**src/rtl/wbxbc_req_slice.sv**
```systemverilog
// wbxbc_req_slice
//   Pipelined Wishbone request register slice. Requests pass through a
//   2-entry skid buffer: OUT drives the tgt_* payload and SKD catches one
//   request while OUT is blocked. Responses pass straight back
//   combinationally. An outstanding counter tracks issued requests that
//   have not yet been answered, and it throttles issue when it saturates.
//
//   Optional macro: WBXBC_REQ_SLICE_RSP_FILTER_EN. When defined, target
//   responses that arrive with no outstanding request (and no issue in the
//   same cycle) are blocked and do not reach the initiator.
//
// Ports
//   clk_i, async_rst_i, sync_rst_i     clock, async reset, sync clear (active-high)
//   itr_* inputs                       initiator request controls and payload
//   itr_ack/err/rty/stall_o, dat/tgd   responses to the initiator
//   tgt_* outputs                      registered request toward the target
//   tgt_ack/err/rty/stall_i, dat/tgd   target responses
//   tb_busy                            outstanding count nonzero or an entry valid
module wbxbc_req_slice #(
  parameter int ADR_WIDTH  = 16,
  parameter int DAT_WIDTH  = 16,
  parameter int SEL_WIDTH  = 2,
  parameter int TGA_WIDTH  = 1,
  parameter int TGC_WIDTH  = 1,
  parameter int TGWD_WIDTH = 1,
  parameter int TGRD_WIDTH = 1,
  parameter int CNT_WIDTH  = 3
) (
  input  logic                  clk_i,
  input  logic                  async_rst_i,
  input  logic                  sync_rst_i,
  input  logic                  itr_cyc_i,
  input  logic                  itr_stb_i,
  input  logic                  itr_we_i,
  input  logic                  itr_lock_i,
  input  logic [SEL_WIDTH-1:0]  itr_sel_i,
  input  logic [ADR_WIDTH-1:0]  itr_adr_i,
  input  logic [DAT_WIDTH-1:0]  itr_dat_i,
  input  logic [TGA_WIDTH-1:0]  itr_tga_i,
  input  logic [TGC_WIDTH-1:0]  itr_tgc_i,
  input  logic [TGWD_WIDTH-1:0] itr_tgd_i,
  output logic                  itr_ack_o,
  output logic                  itr_err_o,
  output logic                  itr_rty_o,
  output logic                  itr_stall_o,
  output logic [DAT_WIDTH-1:0]  itr_dat_o,
  output logic [TGRD_WIDTH-1:0] itr_tgd_o,
  output logic                  tgt_cyc_o,
  output logic                  tgt_stb_o,
  output logic                  tgt_we_o,
  output logic                  tgt_lock_o,
  output logic [SEL_WIDTH-1:0]  tgt_sel_o,
  output logic [ADR_WIDTH-1:0]  tgt_adr_o,
  output logic [DAT_WIDTH-1:0]  tgt_dat_o,
  output logic [TGA_WIDTH-1:0]  tgt_tga_o,
  output logic [TGC_WIDTH-1:0]  tgt_tgc_o,
  output logic [TGWD_WIDTH-1:0] tgt_tgd_o,
  input  logic                  tgt_ack_i,
  input  logic                  tgt_err_i,
  input  logic                  tgt_rty_i,
  input  logic                  tgt_stall_i,
  input  logic [DAT_WIDTH-1:0]  tgt_dat_i,
  input  logic [TGRD_WIDTH-1:0] tgt_tgd_i,
  output logic                  tb_busy
);

  typedef struct packed {
    logic                  we;
    logic [SEL_WIDTH-1:0]  sel;
    logic [ADR_WIDTH-1:0]  adr;
    logic [DAT_WIDTH-1:0]  dat;
    logic [TGA_WIDTH-1:0]  tga;
    logic [TGC_WIDTH-1:0]  tgc;
    logic [TGWD_WIDTH-1:0] tgd;
  } req_t;

  req_t                 in_req, out_req, skd_req;
  logic                 out_vld, skd_vld;
  logic                 out_vld_nxt, skd_vld_nxt;
  logic [CNT_WIDTH-1:0] cnt, cnt_nxt;
  logic                 any_rst, cnt_full, accept, issue, rsp, rsp_pass;
  logic                 out_load_in, out_load_skd, skd_load;

  assign in_req = '{we: itr_we_i, sel: itr_sel_i, adr: itr_adr_i, dat: itr_dat_i,
                    tga: itr_tga_i, tgc: itr_tgc_i, tgd: itr_tgd_i};

  assign any_rst  = async_rst_i | sync_rst_i;
  assign cnt_full = (cnt == {CNT_WIDTH{1'b1}});
  assign rsp      = tgt_ack_i | tgt_err_i | tgt_rty_i;

  // Stall is the registered SKD valid: the initiator is only held off once
  // both entries are occupied, so accept never targets a full buffer.
  assign itr_stall_o = skd_vld;
  assign accept      = itr_cyc_i & itr_stb_i & ~itr_stall_o;

  // A sync clear in progress also blocks issue so nothing is launched from
  // an entry that is about to be discarded.
  assign tgt_stb_o = out_vld & itr_cyc_i & ~cnt_full & ~any_rst;
  assign issue     = tgt_stb_o & ~tgt_stall_i;

  // OUT takes the new request when it is free or emptying this cycle;
  // otherwise the request parks in SKD. SKD refills OUT on issue.
  assign out_load_in  = accept & (~out_vld | issue);
  assign skd_load     = accept & out_vld & ~issue;
  assign out_load_skd = issue & skd_vld;

  always_comb begin
    out_vld_nxt = out_vld;
    skd_vld_nxt = skd_vld;
    cnt_nxt     = cnt;
    if (!itr_cyc_i) begin
      out_vld_nxt = 1'b0;
      skd_vld_nxt = 1'b0;
      cnt_nxt     = '0;
    end else begin
      if (out_load_in || out_load_skd) out_vld_nxt = 1'b1;
      else if (issue)                  out_vld_nxt = 1'b0;
      if (skd_load)          skd_vld_nxt = 1'b1;
      else if (out_load_skd) skd_vld_nxt = 1'b0;
      // Saturating in both directions; issue+response cancels out.
      if (issue && !rsp && !cnt_full)            cnt_nxt = cnt + 1'b1;
      else if (!issue && rsp && (cnt != '0))     cnt_nxt = cnt - 1'b1;
    end
  end

  always_ff @(posedge clk_i or posedge async_rst_i) begin
    if (async_rst_i) begin
      out_vld <= 1'b0;
      skd_vld <= 1'b0;
      cnt     <= '0;
    end else if (sync_rst_i) begin
      out_vld <= 1'b0;
      skd_vld <= 1'b0;
      cnt     <= '0;
    end else begin
      out_vld <= out_vld_nxt;
      skd_vld <= skd_vld_nxt;
      cnt     <= cnt_nxt;
    end
  end

  // Payload is qualified by the valid bits, so it needs no reset.
  always_ff @(posedge clk_i) begin
    if (out_load_in)       out_req <= in_req;
    else if (out_load_skd) out_req <= skd_req;
    if (skd_load)          skd_req <= in_req;
  end

  assign tgt_cyc_o  = itr_cyc_i;
  assign tgt_lock_o = itr_lock_i & itr_cyc_i;
  assign tgt_we_o   = out_req.we;
  assign tgt_sel_o  = out_req.sel;
  assign tgt_adr_o  = out_req.adr;
  assign tgt_dat_o  = out_req.dat;
  assign tgt_tga_o  = out_req.tga;
  assign tgt_tgc_o  = out_req.tgc;
  assign tgt_tgd_o  = out_req.tgd;

`ifdef WBXBC_REQ_SLICE_RSP_FILTER_EN
  // A response with nothing outstanding is a stray; an issue in the same
  // cycle counts as outstanding (zero-wait target).
  assign rsp_pass = (cnt != '0) | issue;
`else
  assign rsp_pass = 1'b1;
`endif

  assign itr_ack_o = tgt_ack_i & itr_cyc_i & rsp_pass;
  assign itr_err_o = tgt_err_i & itr_cyc_i & rsp_pass;
  assign itr_rty_o = tgt_rty_i & itr_cyc_i & rsp_pass;
  assign itr_dat_o = tgt_dat_i;
  assign itr_tgd_o = tgt_tgd_i;

  assign tb_busy = ((cnt != '0) | out_vld | skd_vld) & ~any_rst;

endmodule

```
**config.mk**
```make
export PLATFORM = sky130hd
export DESIGN_NAME = wbxbc_req_slice
export DESIGN_NICKNAME = d
export VERILOG_FILES = /design/src/rtl/wbxbc_req_slice.sv
export SDC_FILE = /design/constraint.sdc
export NUM_CORES = 1
export LEC_CHECK = 0
export ABC_AREA = 1
export BUFFER_PORTS_ARGS = -buffer_cell sky130_fd_sc_hd__buf_4
export CAP_MARGIN = 20
export CELL_PAD_IN_SITES_DETAIL_PLACEMENT = 1
export CELL_PAD_IN_SITES_GLOBAL_PLACEMENT = 2
export CORE_ASPECT_RATIO = 1.2
export CORE_MARGIN = 4
export CORE_UTILIZATION = 30
export CTS_CLUSTER_SIZE = 24
export DETAILED_ROUTE_END_ITERATION = 7
export GPL_TIMING_DRIVEN = 0
export HOLD_SLACK_MARGIN = 0.03
export PLACE_DENSITY_LB_ADDON = 0.1
export SLEW_MARGIN = 20
export SYNTH_ARGS = -nofsm -noshare
export SYNTH_HDL_FRONTEND = slang
export SYNTH_SLANG_ARGS = --single-unit
```
**constraint.sdc**
```tcl
create_clock -name clk_i -period 3.7 [get_ports clk_i]
set_clock_uncertainty 0.1 [all_clocks]
set_input_delay 0.74 -clock clk_i [delete_from_list [all_inputs] [get_ports clk_i]]
set_output_delay 0.74 -clock clk_i [all_outputs]
set_load 0.1 [all_outputs]
```
==> results.py <==
metrics = {
    "sta": {
        "worstMarginPinSlew_ns": 0.557,
        "period_share_pct": 65.3,
        "maxSlewViolCount": 0,
        "fin_ws_ns": 1.28,
        "rsz0062_at_grt": "false",
        "hold_viol": 0,
        "fin_tns_setup_ns": 0,
        "slew_headroom_pct": 62.8,
        "max_freq_mhz": 414,
        "period_needed_ns": 2.42,
        "finalSetupViolCount": 0,
    },
    "hold_path": {
        "hp-class": "in -> async",
    },
    "job": {
        "max_cap_viol_count": 0,
    },
    "power": {
        "p_leak_nw": 2.14,
        "p_per_area_nw_per_um2": 485,
        "fin_total_pwr_mw": 2.31,
        "ir_drop_mv": 0.172,
    },
    "worst_setup_path": {
        "worstSetupEndpointType": "primary output",
        "cpMaxStageDelayCell": "buf_4",
        "critical_path.max_stage_delay_ns": 0.31,
        "r2r_start": "itr_stall_o",
        "critPathRequiredTime_ns": 2.86,
        "cp_num_buf_inv": 3,
        "cp_top_family": "buffers and inverters",
        "r2r_setup_slack_ns": 1.48,
        "startpoint_type": "input port",
        "cp_max_fo": 3,
        "r2r-end": "skd_req[0]",
        "path_class": "in -> out",
        "worstPathCellList": "buf_4 > nor2_2 > inv_1 > nor2_2 > buf_4",
        "arrival_ns": 1.58,
        "r2r_cells": 7,
    },
    "logic_synthesis": {
        "syn_nets": 360,
        "ys_ff_latch": 81,
        "syn_area_per_cell_um2": 11.6,
        "synth_area_um2": 3420,
        "yosysUniqueCellTypes": 19,
        "synthCells": 294,
        "ys_seq_area_share_pct": 70.4,
        "yosysWarnings": 0,
    },
    "placement": {
        "hpwl_um": 6250,
        "post-place-ws_ns": 0.954,
        "dp_cells": 560,
        "gp_congestion": 0.721,
        "port_buffers": 110,
    },
    "clock_network": {
        "clkSinkCount": 81,
        "max-clock-path-buffers": 2,
        "cts_setup_buffers": 0,
        "clockRootBuffer": "clkbuf_16",
        "cts_resized": 0,
        "clk_pin_slew_worst_paths_ns": 0.06,
        "postCtsHoldBufs": 0,
        "clock_latency_ns": 0.34,
        "cts_buffers": 9,
        "cts_tree": "done",
        "cts.htree.levels": 3,
    },
    "floorplan": {
        "rows": 42,
        "io_pins": 128,
        "fp.coreArea_um2": 11100,
        "die_area_um2": 13200,
        "initial_core_util_pct": 30.8,
        "die_w_um": 105,
        "die_h_um": 125,
    },
    "drt": {
        "first_iter_violations": 78,
        "via_per_inst": 4.31,
        "vias": 2480,
        "route.detailed.drc": 0,
        "drtPass1Iterations": 4,
        "antenna_left": 0,
        "wl_per_cell_um": 15.0,
        "drt-total-wl_um": 8610,
    },
    "grt": {
        "grt_first_pass_wirelength_um": 13900,
        "globalRoute.totalOverflow": 0,
        "grt_max_degree": 27,
        "grt_pass1_vias": 2735,
        "grtUsageTotal_pct": 13.4,
        "antenna_found_initial": 0,
    },
    "status": {
        "status": "completed",
    },
    "finish": {
        "layout-drive-gt1-share_pct": 37.8,
        "diodes": 0,
        "regArea_um2": 2410,
        "multi_input_area_um2": 718,
        "area_growth_pct": 39.4,
        "instances_no_fill": 575,
        "final_util_pct": 43.0,
        "fillers": 1250,
        "final_nets": 483,
    },
}
==> how the worst max path moves through the flow <==
| stage | startpoint | end | depth (start not counted) | slack (ns) |
|---|---|---|---|---|
| final | async_rst_i | tgt_stb_o | 5 | 1.28 |
| after global routing | async_rst_i | tgt_tgc_o | 9 | 1.20 |
| after CTS | async_rst_i | tgt_stb_o | 5 | 1.27 |
| after detailed placement | async_rst_i | tgt_dat_o[4] | 9 | 0.95 |
| after global placement | async_rst_i | tgt_dat_o[4] | 8 | 0.01 |
| after floorplan | async_rst_i | tgt_adr_o[0] | 5 | 0.29 |
==> area by class of cell <==
class | instances | area share, %
buffer | 30 | 4.49
clock buffer | 12 | 4.96
clock inverter | 3 | 0.892
inverter | 22 | 1.73
multi-input combinational | 161 | 15.1
sequential | 81 | 50.5
tap | 154 | 4.04
timing repair buffer | 112 | 18.3
==> synthesized netlist by cell type <==
cell type    n  area share [%]
nor2_2       2            0.37
nand3_1     45             6.6
fa_1         1            0.59
clkinv_1     1            0.11
xnor2_1      1            0.26
nand2_1    101              11
o21ai_0      1            0.15
inv_1       21             2.3
buf_6        3            0.99
edfxtp_1    76              67
clkbuf_1     2            0.22
nor2_1       5            0.55
o31ai_1      1            0.22
dfrtp_1      5             3.7
buf_4       19             4.2
nand2_2      2            0.37
buf_2        6            0.88
nand4_4      1            0.62
a21oi_1      1            0.15
==> power breakdown <==
group | leakage [nW] | internal, mW | switching [mW]
clock network | 0.133 | 0.518 | 0.335
logic | 1.23 | 0.107 | 0.313
registers | 0.769 | 1.03 | 0.00729
total | 2.14 | 1.66 | 0.655
==> registers in the layout, indices dropped and copies added, names as in the netlist <==
| register | count |
|---|---|
| itr_stall_o | 1 |
| tgt_tgd_o | 1 |
| out_vld | 1 |
| tgt_adr_o | 16 |
| tgt_sel_o | 2 |
| tgt_dat_o | 16 |
| skd_req | 38 |
| tgt_tgc_o | 1 |
| tgt_tga_o | 1 |
| cnt | 3 |
| tgt_we_o | 1 |
==> placed cells by master (no fill, tap or decap), types with 2 or more instances in the layout <==
| master | n |
|---|---|
| buf_4 | 129 |
| nand2_1 | 100 |
| edfxtp_1 | 76 |
| nand3_1 | 45 |
| inv_1 | 20 |
| clkbuf_16 | 9 |
| buf_2 | 6 |
| nor2_1 | 5 |
| clkbuf_1 | 5 |
| dfrtp_1 | 5 |
| nand2_2 | 3 |
| buf_6 | 3 |
| nor2_2 | 2 |
==> per-stage QoR <==
step,area (um^2),hold WS (ns)
floorplan,3420,0.371
global placement,4440,0.394
detailed placement,4490,0.400
CTS,4770,0.227
global route,4770,0.233
finish,4770,0.227
==> cell families (layout without fill, tap and decap cells) <==
group / Yosys count / after routing / synth area share [%]
buffers and inverters: 52 / 179 / 8.67
AND/OR/NAND/NOR: 156 / 156 / 19.6
XOR/XNOR: 1 / 1 / 0.256
AO/OA/AOI/OAI: 3 / 3 / 0.512
adder cells (fa/ha/maj): 1 / 1 / 0.585
flip-flops: 81 / 81 / 70.4
==> routing by layer <==
layer	GRT usage [%]	share of wire, %	up-vias
li1	-	-	1213
met1	15.3	40	1174
met2	23.0	52	86
met3	4.59	7.1	7
met4	5.33	0.81	0
met5	0	0	-
Note: power is estimated with default switching activity, not from simulation.
